$ cat config.mk
export PLATFORM = sky130hd
export DESIGN_NAME = regfile_ctrl_flat
export DESIGN_NICKNAME = d
export VERILOG_FILES = /design/src/rtl/regfile_ctrl_pkg.sv /design/src/rtl/regfile_ctrl_if.sv /design/src/rtl/regfile_ctrl.sv /design/src/flat_wrapper.sv
export SDC_FILE = /design/constraint.sdc
export NUM_CORES = 1
export LEC_CHECK = 0
export BUFFER_PORTS_ARGS = -buffer_cell sky130_fd_sc_hd__buf_2
export CAP_MARGIN = 20
export CORE_UTILIZATION = 49
export DETAILED_ROUTE_END_ITERATION = 16
export PLACE_DENSITY = 0.78
export SLEW_MARGIN = 20
export SYNTH_ARGS = -nofsm -noshare
export SYNTH_HDL_FRONTEND = slang
export SYNTH_SLANG_ARGS = --single-unit
export TNS_END_PERCENT = 10
$ cat constraint.sdc
create_clock -name clock -period 1.8 [get_ports clock]
set_input_delay 0.09 -clock clock [delete_from_list [all_inputs] [get_ports clock]]
set_output_delay 0.09 -clock clock [all_outputs]
set_load 0.005 [all_outputs]
$ cat src/rtl/regfile_ctrl_pkg.sv
// Shared constants and FSM state encoding for the register-file scan/write initiator.
// Optional macro REGFILE_CTRL_READBACK_EN adds the readback-verify states.
package regfile_ctrl_pkg;

    localparam int AW     = 4;
    localparam int DW     = 8;
    localparam int N_REGS = 16;

    localparam logic [AW-1:0] LAST_IDX = AW'(N_REGS - 1);

    typedef enum logic [2:0] {
        IDLE,
        WRITE,
`ifdef REGFILE_CTRL_READBACK_EN
        RB_WAIT,
        RB_CHK,
`endif
        RD_ADDR,
        RD_WAIT,
        RD_CAP
    } state_t;

endpackage

$ cat src/rtl/regfile_ctrl_if.sv
// Host-side bundle of regfile_ctrl: single-word write handshake and full-scan stream.
// The host (control FSM) uses the master modport, regfile_ctrl uses the slave modport.
interface regfile_ctrl_if;
    import regfile_ctrl_pkg::*;

    logic          wr_req;
    logic [AW-1:0] wr_addr;
    logic [DW-1:0] wr_data;
    logic          wr_ack;
    logic          wr_err;
    logic          scan_start;
    logic          scan_valid;
    logic [AW-1:0] scan_addr;
    logic [DW-1:0] scan_data;
    logic          scan_done;
    logic          busy;

    modport master (
        output wr_req, wr_addr, wr_data, scan_start,
        input  wr_ack, wr_err, scan_valid, scan_addr, scan_data, scan_done, busy
    );

    modport slave (
        input  wr_req, wr_addr, wr_data, scan_start,
        output wr_ack, wr_err, scan_valid, scan_addr, scan_data, scan_done, busy
    );

endinterface

$ cat src/rtl/regfile_ctrl.sv
// Register-file initiator: merges host single-word writes with a sequential full scan.
// Define REGFILE_CTRL_READBACK_EN to verify each write by reading it back (sets wr_err).
//
// state   | meaning
// IDLE    | nothing in flight, waiting for wr_req or scan_start
// WRITE   | one-cycle register-file write of the latched host word
// RB_WAIT | (readback) address the written entry, wait for registered read
// RB_CHK  | (readback) compare read data against written word, ack
// RD_ADDR | drive scan index onto rf_address
// RD_WAIT | register file read latency
// RD_CAP  | capture entry, emit scan_valid, advance or finish
module regfile_ctrl
    import regfile_ctrl_pkg::*;
(
    input  logic          clock,
    input  logic          reset,
    regfile_ctrl_if.slave bus,
    output logic [AW-1:0] rf_address,
    output logic          rf_en_write,
    output logic [DW-1:0] rf_data_in,
    input  logic [DW-1:0] rf_data_out
);

    state_t        state;
    logic [AW-1:0] idx;
    logic          scan_on;
    logic          accept_ok;

`ifdef REGFILE_CTRL_READBACK_EN
    logic [AW-1:0] wa_q;
    logic [DW-1:0] wd_q;
`else
    assign bus.wr_err = 1'b0;
`endif

    // A request still held during its own ack cycle must not be accepted twice.
    assign accept_ok = bus.wr_req && !bus.wr_ack;

    always_ff @(posedge clock) begin
        if (reset) begin
            state          <= IDLE;
            idx            <= '0;
            scan_on        <= 1'b0;
            rf_address     <= '0;
            rf_en_write    <= 1'b0;
            rf_data_in     <= '0;
            bus.wr_ack     <= 1'b0;
            bus.scan_valid <= 1'b0;
            bus.scan_addr  <= '0;
            bus.scan_data  <= '0;
            bus.scan_done  <= 1'b0;
            bus.busy       <= 1'b0;
`ifdef REGFILE_CTRL_READBACK_EN
            bus.wr_err     <= 1'b0;
            wa_q           <= '0;
            wd_q           <= '0;
`endif
        end else begin
            rf_en_write    <= 1'b0;
            bus.wr_ack     <= 1'b0;
            bus.scan_valid <= 1'b0;
            bus.scan_done  <= 1'b0;
`ifdef REGFILE_CTRL_READBACK_EN
            bus.wr_err     <= 1'b0;
`endif
            if (bus.scan_start && !scan_on)
                scan_on <= 1'b1;

            case (state)
                IDLE: begin
                    if (accept_ok) begin
                        state       <= WRITE;
                        bus.busy    <= 1'b1;
                        rf_address  <= bus.wr_addr;
                        rf_en_write <= 1'b1;
                        rf_data_in  <= bus.wr_data;
`ifdef REGFILE_CTRL_READBACK_EN
                        wa_q        <= bus.wr_addr;
                        wd_q        <= bus.wr_data;
`endif
                    end else if (bus.scan_start || scan_on) begin
                        state      <= RD_ADDR;
                        bus.busy   <= 1'b1;
                        rf_address <= idx;
                    end
                end

                WRITE: begin
`ifdef REGFILE_CTRL_READBACK_EN
                    state      <= RB_WAIT;
                    rf_address <= wa_q;
`else
                    bus.wr_ack <= 1'b1;
                    if (scan_on || bus.scan_start) begin
                        state      <= RD_ADDR;
                        rf_address <= idx;
                    end else begin
                        state    <= IDLE;
                        bus.busy <= 1'b0;
                    end
`endif
                end

`ifdef REGFILE_CTRL_READBACK_EN
                RB_WAIT: state <= RB_CHK;

                RB_CHK: begin
                    bus.wr_ack <= 1'b1;
                    bus.wr_err <= (rf_data_out != wd_q);
                    if (scan_on || bus.scan_start) begin
                        state      <= RD_ADDR;
                        rf_address <= idx;
                    end else begin
                        state    <= IDLE;
                        bus.busy <= 1'b0;
                    end
                end
`endif

                RD_ADDR: state <= RD_WAIT;

                RD_WAIT: state <= RD_CAP;

                RD_CAP: begin
                    bus.scan_valid <= 1'b1;
                    bus.scan_addr  <= idx;
                    bus.scan_data  <= rf_data_out;
                    if (idx == LAST_IDX) begin
                        bus.scan_done <= 1'b1;
                        scan_on       <= 1'b0;
                        idx           <= '0;
                        state         <= IDLE;
                        bus.busy      <= 1'b0;
                    end else begin
                        idx <= idx + 1'b1;
                        // Host writes slot in only between entries; the scan resumes at idx+1.
                        if (accept_ok) begin
                            state       <= WRITE;
                            rf_address  <= bus.wr_addr;
                            rf_en_write <= 1'b1;
                            rf_data_in  <= bus.wr_data;
`ifdef REGFILE_CTRL_READBACK_EN
                            wa_q        <= bus.wr_addr;
                            wd_q        <= bus.wr_data;
`endif
                        end else begin
                            state      <= RD_ADDR;
                            rf_address <= idx + 1'b1;
                        end
                    end
                end

                default: begin
                    state    <= IDLE;
                    bus.busy <= 1'b0;
                end
            endcase
        end
    end

endmodule
$ cat src/flat_wrapper.sv
// flat-port wrapper written by rule: the top's interface ports become plain ports
module regfile_ctrl_flat import regfile_ctrl_pkg::*;
  (clock, reset, rf_address, rf_en_write, rf_data_in, rf_data_out, bus_wr_req, bus_wr_addr, bus_wr_data, bus_scan_start, bus_wr_ack, bus_wr_err, bus_scan_valid, bus_scan_addr, bus_scan_data, bus_scan_done, bus_busy);
  regfile_ctrl_if bus_i ();
  input  logic clock;
  input  logic reset;
  output logic [AW-1:0] rf_address;
  output logic rf_en_write;
  output logic [DW-1:0] rf_data_in;
  input  logic [DW-1:0] rf_data_out;
  input wire logic [$bits(bus_i.wr_req)-1:0] bus_wr_req;
  input wire logic [$bits(bus_i.wr_addr)-1:0] bus_wr_addr;
  input wire logic [$bits(bus_i.wr_data)-1:0] bus_wr_data;
  input wire logic [$bits(bus_i.scan_start)-1:0] bus_scan_start;
  output wire logic [$bits(bus_i.wr_ack)-1:0] bus_wr_ack;
  output wire logic [$bits(bus_i.wr_err)-1:0] bus_wr_err;
  output wire logic [$bits(bus_i.scan_valid)-1:0] bus_scan_valid;
  output wire logic [$bits(bus_i.scan_addr)-1:0] bus_scan_addr;
  output wire logic [$bits(bus_i.scan_data)-1:0] bus_scan_data;
  output wire logic [$bits(bus_i.scan_done)-1:0] bus_scan_done;
  output wire logic [$bits(bus_i.busy)-1:0] bus_busy;
  assign bus_i.wr_req = bus_wr_req;
  assign bus_i.wr_addr = bus_wr_addr;
  assign bus_i.wr_data = bus_wr_data;
  assign bus_i.scan_start = bus_scan_start;
  assign bus_wr_ack = bus_i.wr_ack;
  assign bus_wr_err = bus_i.wr_err;
  assign bus_scan_valid = bus_i.scan_valid;
  assign bus_scan_addr = bus_i.scan_addr;
  assign bus_scan_data = bus_i.scan_data;
  assign bus_scan_done = bus_i.scan_done;
  assign bus_busy = bus_i.busy;
  regfile_ctrl u_core (.clock(clock), .reset(reset), .bus(bus_i), .rf_address(rf_address), .rf_en_write(rf_en_write), .rf_data_in(rf_data_in), .rf_data_out(rf_data_out));
endmodule
==> results_tabular.tex <==
\begin{tabular}{lr}
\hline
Metric & Value \\
\hline
\multicolumn{2}{l}{\textbf{Drt}} \\
DRC violation count after routing & 0 \\
Detail-routed via count per cell & 5.21 \\
Residual antenna-violating net count after detailed routing & 0 \\
Iteration-0 DRC count of the detailed router & 69 \\
Total Wirelength & 3.88 mm \\
Detail-routed net length per standard cell & 12.9 µm \\
Total via count after detailed routing & 1563 \\
Iteration count of the initial detailed-routing pass & 4 \\
\multicolumn{2}{l}{\textbf{Timing}} \\
Share of the cycle needed by the critical path after routing & 0.942 \\
Rel. slew slack & 0.554 \\
Worst Tran Pin Value & 0.668 ns \\
Setup repair after global routing missed its margin & no \\
Fin Clk Skew & 0.0124 ns \\
Number of slew-limit violations in the final report & 0 \\
Worst hold slack across all endpoints & 0.0105 ns \\
Top achievable clock speed & 0.590 GHz \\
Hold Violations, Final & 0 \\
Accumulated negative setup slack & 0 ns \\
Number of setup violations in the final report & 0 \\
Minimum period implied by the final worst setup slack & 1.70 ns \\
\multicolumn{2}{l}{\textbf{Clock network}} \\
Number of buffers between clock root and the deepest sink & 2 \\
Buffers inserted by post-CTS timing repair & 0 \\
Number of clock buffers inserted by TritonCTS & 5 \\
Clock slew at reported path FFs & 0.11 ns \\
Skew-Pair Late Insertion Delay & 0.34 ns \\
Depth of the CTS H-tree & 2 \\
Sinks on Clock Net & 37 \\
Root buffer cell & sky130\_fd\_sc\_hd\_\_clkbuf\_4 \\
Clock tree from TritonCTS & built \\
\multicolumn{2}{l}{\textbf{Floorplanning}} \\
Height of the chip & 59.4 µm \\
Number of I/O pins & 54 \\
Initial Util & 0.524 \\
Core region area & 3080 µm² \\
Floorplan die width & 59.4 µm \\
Die Area & 3520 µm² \\
Cell row count & 20 \\
\multicolumn{2}{l}{\textbf{Critical path}} \\
End point of the critical path & u\_core.state[1]\$\_SDFFE\_PP0P\_ \\
Critical path depth & 5 \\
Bufs and invs on worst path & 0 \\
Reg-to-reg startpoint & u\_core.idx[1]\$\_SDFFE\_PP0P\_ \\
Element type at the critical path end & flop \\
Slowest cell on crit path & sky130\_fd\_sc\_hd\_\_dfxtp\_2 \\
Required time of the worst setup path & 2.05 ns \\
Setup crit start & u\_core.idx[1]\$\_SDFFE\_PP0P\_ \\
Setup slack of the most critical reg-to-reg path & 0.10 ns \\
Path type of the worst setup path & flop to flop \\
Reg2reg end & u\_core.state[1]\$\_SDFFE\_PP0P\_ \\
Crit-path max cell delay & 0.36 ns \\
Kind of cell adding the most delay to the critical path & compound AO/OA/AOI/OAI gates \\
Critical Path Source Type & flop \\
Arrival time of the worst setup path & 1.94 ns \\
Critical path's most frequent cell & sky130\_fd\_sc\_hd\_\_o32a\_1 \\
Worst reg2reg path depth & 5 \\
Series of cell instances along the critical path & ha\_2 > and3\_4 > o32a\_1 > o32a\_1 > a2111oi\_2 \\
Critical Path Fanout Max & 5 \\
\multicolumn{2}{l}{\textbf{Power}} \\
Proportion of power drawn by combinational gates & 0.195 \\
Power per cell area & 846 nW/µm² \\
Psw & 0.000472 W \\
Power share of the sequential group & 0.503 \\
Switching part of the total power & 0.261 \\
Power share of the clock group & 0.302 \\
Reported leakage power & 0.977 nW \\
Peak supply drop & 584 µV \\
Internal power component & 0.00134 W \\
\multicolumn{2}{l}{\textbf{Synthesis}} \\
Syn Area/Cell & 8.57 µm² \\
Post-synth EDFFs & 0 \\
Netlist area before placement & 1610 µm² \\
Simple-Gate Fraction of Synth Area & 0.211 \\
Compound-gate portion of the synthesized area & 0.162 \\
Number of instances in the synthesized netlist & 188 \\
Mapped Nets & 213 \\
Seq cells post-synth & 37 \\
Most used flip-flop cell after synthesis & sky130\_fd\_sc\_hd\_\_dfxtp\_1 \\
Xor/xnor share of the synthesized area & 0.0217 \\
Proportion of register bits with asynchronous set or reset after synthesis & 0 \\
Mux cell area share after synthesis & 0.0839 \\
Number of distinct standard cells referenced by the synthesized netlist & 35 \\
Ys Warns & 0 \\
Dominant combinational cell family by area after synthesis & simple AND/OR/NAND/NOR gates \\
Seq/Total Area, Yosys & 0.460 \\
Adder-cell share of the synthesized area & 0.00776 \\
\multicolumn{2}{l}{\textbf{Cells and area}} \\
Filler Cell Count & 278 \\
Synth-to-layout area growth & 32.6\% \\
Number of antenna diodes & 0 \\
Proportion of layout cells with a drive suffix above 1 & 0.313 \\
Most frequent cells in the layout & sky130\_fd\_sc\_hd\_\_buf\_2, sky130\_fd\_sc\_hd\_\_dfxtp\_1, sky130\_fd\_sc\_hd\_\_nand2\_1 \\
Final-stage net count & 281 \\
Most common cell after layout, fill and taps aside & sky130\_fd\_sc\_hd\_\_buf\_2 \\
\multicolumn{2}{l}{\textbf{Worst hold path}} \\
Type of the most critical hold path & input port to flop \\
\multicolumn{2}{l}{\textbf{Status}} \\
Result of the run & completed \\
\multicolumn{2}{l}{\textbf{Global route}} \\
Global routing usage summed across all routing layers & 0.243 \\
Via count of the first global-routing pass & 1464 \\
Remaining global-route overflow & 0 \\
Maximum number of pins on one net before global-route repair & 38 \\
Initial antenna violation count & 0 \\
First-pass GRT wire length & 6.38 mm \\
\multicolumn{2}{l}{\textbf{Placed design}} \\
Total half-perimeter wirelength after legalization and detailed placement & 2.55 mm \\
Weighted congestion at the end of routability-driven global placement & 0.855 \\
Number of buffer cells added on primary ports & 52 \\
\multicolumn{2}{l}{\textbf{Job}} \\
Max cap viols & 0 \\
\hline
\end{tabular}
-- layout make-up --
class / count / area, µm² / area share
clock buffer: 5 / 37.5 / 0.0176
clock inverter: 2 / 35.0 / 0.0164
multi-input combinational: 136 / 791 / 0.370
sequential: 37 / 743 / 0.348
tap: 44 / 55.1 / 0.0258
timing repair buffer: 76 / 475 / 0.222
-- cells in the mapped netlist, drive strengths merged, types with 2 or more instances --
cell | instances | area [µm²]
nor3 | 3 | 15.0
o211ai | 3 | 22.5
nand2b | 3 | 18.8
or2 | 2 | 12.5
a211oi | 6 | 45.0
mux2i | 9 | 90.1
dfxtp | 37 | 741
o21ai | 2 | 10.0
nor2 | 25 | 93.8
nand3 | 3 | 15.0
or3 | 3 | 18.8
mux2 | 4 | 45.0
a21oi | 20 | 100
xor2 | 3 | 26.3
and2 | 2 | 12.5
clkbuf | 5 | 18.8
nand2 | 32 | 120
buf | 10 | 63.8
o32a | 2 | 20.0
-- power groups by stage --
| stage | sequential, W | clock [W] | combinational [W] |
|---|---|---|---|
| 2_1_floorplan | 0.000918 | 0 | 0.000215 |
| 3_3_place_gp | 0.000922 | 0 | 0.000321 |
| 3_5_place_dp | 0.000927 | 0 | 0.000328 |
| 4_1_cts | 0.000908 | 0.000558 | 0.000352 |
| 5_1_grt | 0.000917 | 0.000591 | 0.000392 |
| 6_report | 0.000909 | 0.000546 | 0.000353 |
-- cell families after synthesis --
kind of cell,count (synthesis)
compound gates,40
xor+xnor,4
fa+ha+maj,1
buf+inv,15
flops,37
mux,13
other cells,1
simple gates,77
-- state kept, by name, summed over array words and instances (netlist names) --
| register | cells |
|---|---|
| u_core.bus.busy | 1 |
| u_core.rf_en_write | 1 |
| u_core.rf_address | 4 |
| u_core.bus.wr_ack | 1 |
| u_core.rf_data_in | 8 |
| u_core.scan_on | 1 |
| u_core.idx | 4 |
| u_core.state | 3 |
| u_core.bus.scan_valid | 1 |
| u_core.bus.scan_addr | 4 |
| u_core.bus.scan_data | 8 |
| u_core.bus.scan_done | 1 |
-- what timing repair did --
item                                    CTS  global route
endpoints found under the hold margin    14             0
endpoints found under the setup margin    0             2
hold buffers                             14             0
gates resized for setup                   0             3
-- worst reg2reg max path: stages (launching register included) --
cell and delay, ns:
sky130_fd_sc_hd__dfxtp_2 0.36, sky130_fd_sc_hd__ha_2 0.20, sky130_fd_sc_hd__and3_4 0.21, sky130_fd_sc_hd__o32a_1 0.33, sky130_fd_sc_hd__o32a_1 0.19, sky130_fd_sc_hd__a2111oi_2 0.32
-- how the worst min path moves through the flow --
stage	depth (start not counted)	startpoint	end
floorplan	2	rf_data_out[0]	u_core.bus.scan_data[0]$_SDFFE_PP0P_
global placement	3	bus_wr_data[7]	u_core.rf_data_in[7]$_SDFFE_PP0P_
detailed placement	3	bus_wr_data[5]	u_core.rf_data_in[5]$_SDFFE_PP0P_
CTS	3	bus_wr_data[2]	u_core.rf_data_in[2]$_SDFFE_PP0P_
global route	3	bus_wr_data[4]	u_core.rf_data_in[4]$_SDFFE_PP0P_
finish	3	bus_wr_data[4]	u_core.rf_data_in[4]$_SDFFE_PP0P_
-- through the flow --
step                       util  worst slack, ns  instances  total power [W]  instance area [µm²]
after global routing      0.694           0.0205        300          0.00190                 2140
final                     0.694            0.104        300          0.00181                 2140
after floorplan               -            0.133        188          0.00113                 1610
after detailed placement  0.624           0.0525        279          0.00125                 1920
after CTS                 0.693           0.0293        300          0.00182                 2130
after global placement    0.624            0.133        279          0.00124                 1920
-- metal layers --
layer / routed length (µm) / track usage / up-vias / share of wire
li1: - / - / 778 / -
met4: 46 / 0.0816 / 0 / 0.012
met1: 1670 / 0.286 / 721 / 0.43
met3: 266 / 0.0764 / 6 / 0.069
met5: 0 / 0 / - / 0
met2: 1900 / 0.416 / 58 / 0.49
Power figures use the tool's default switching activity.
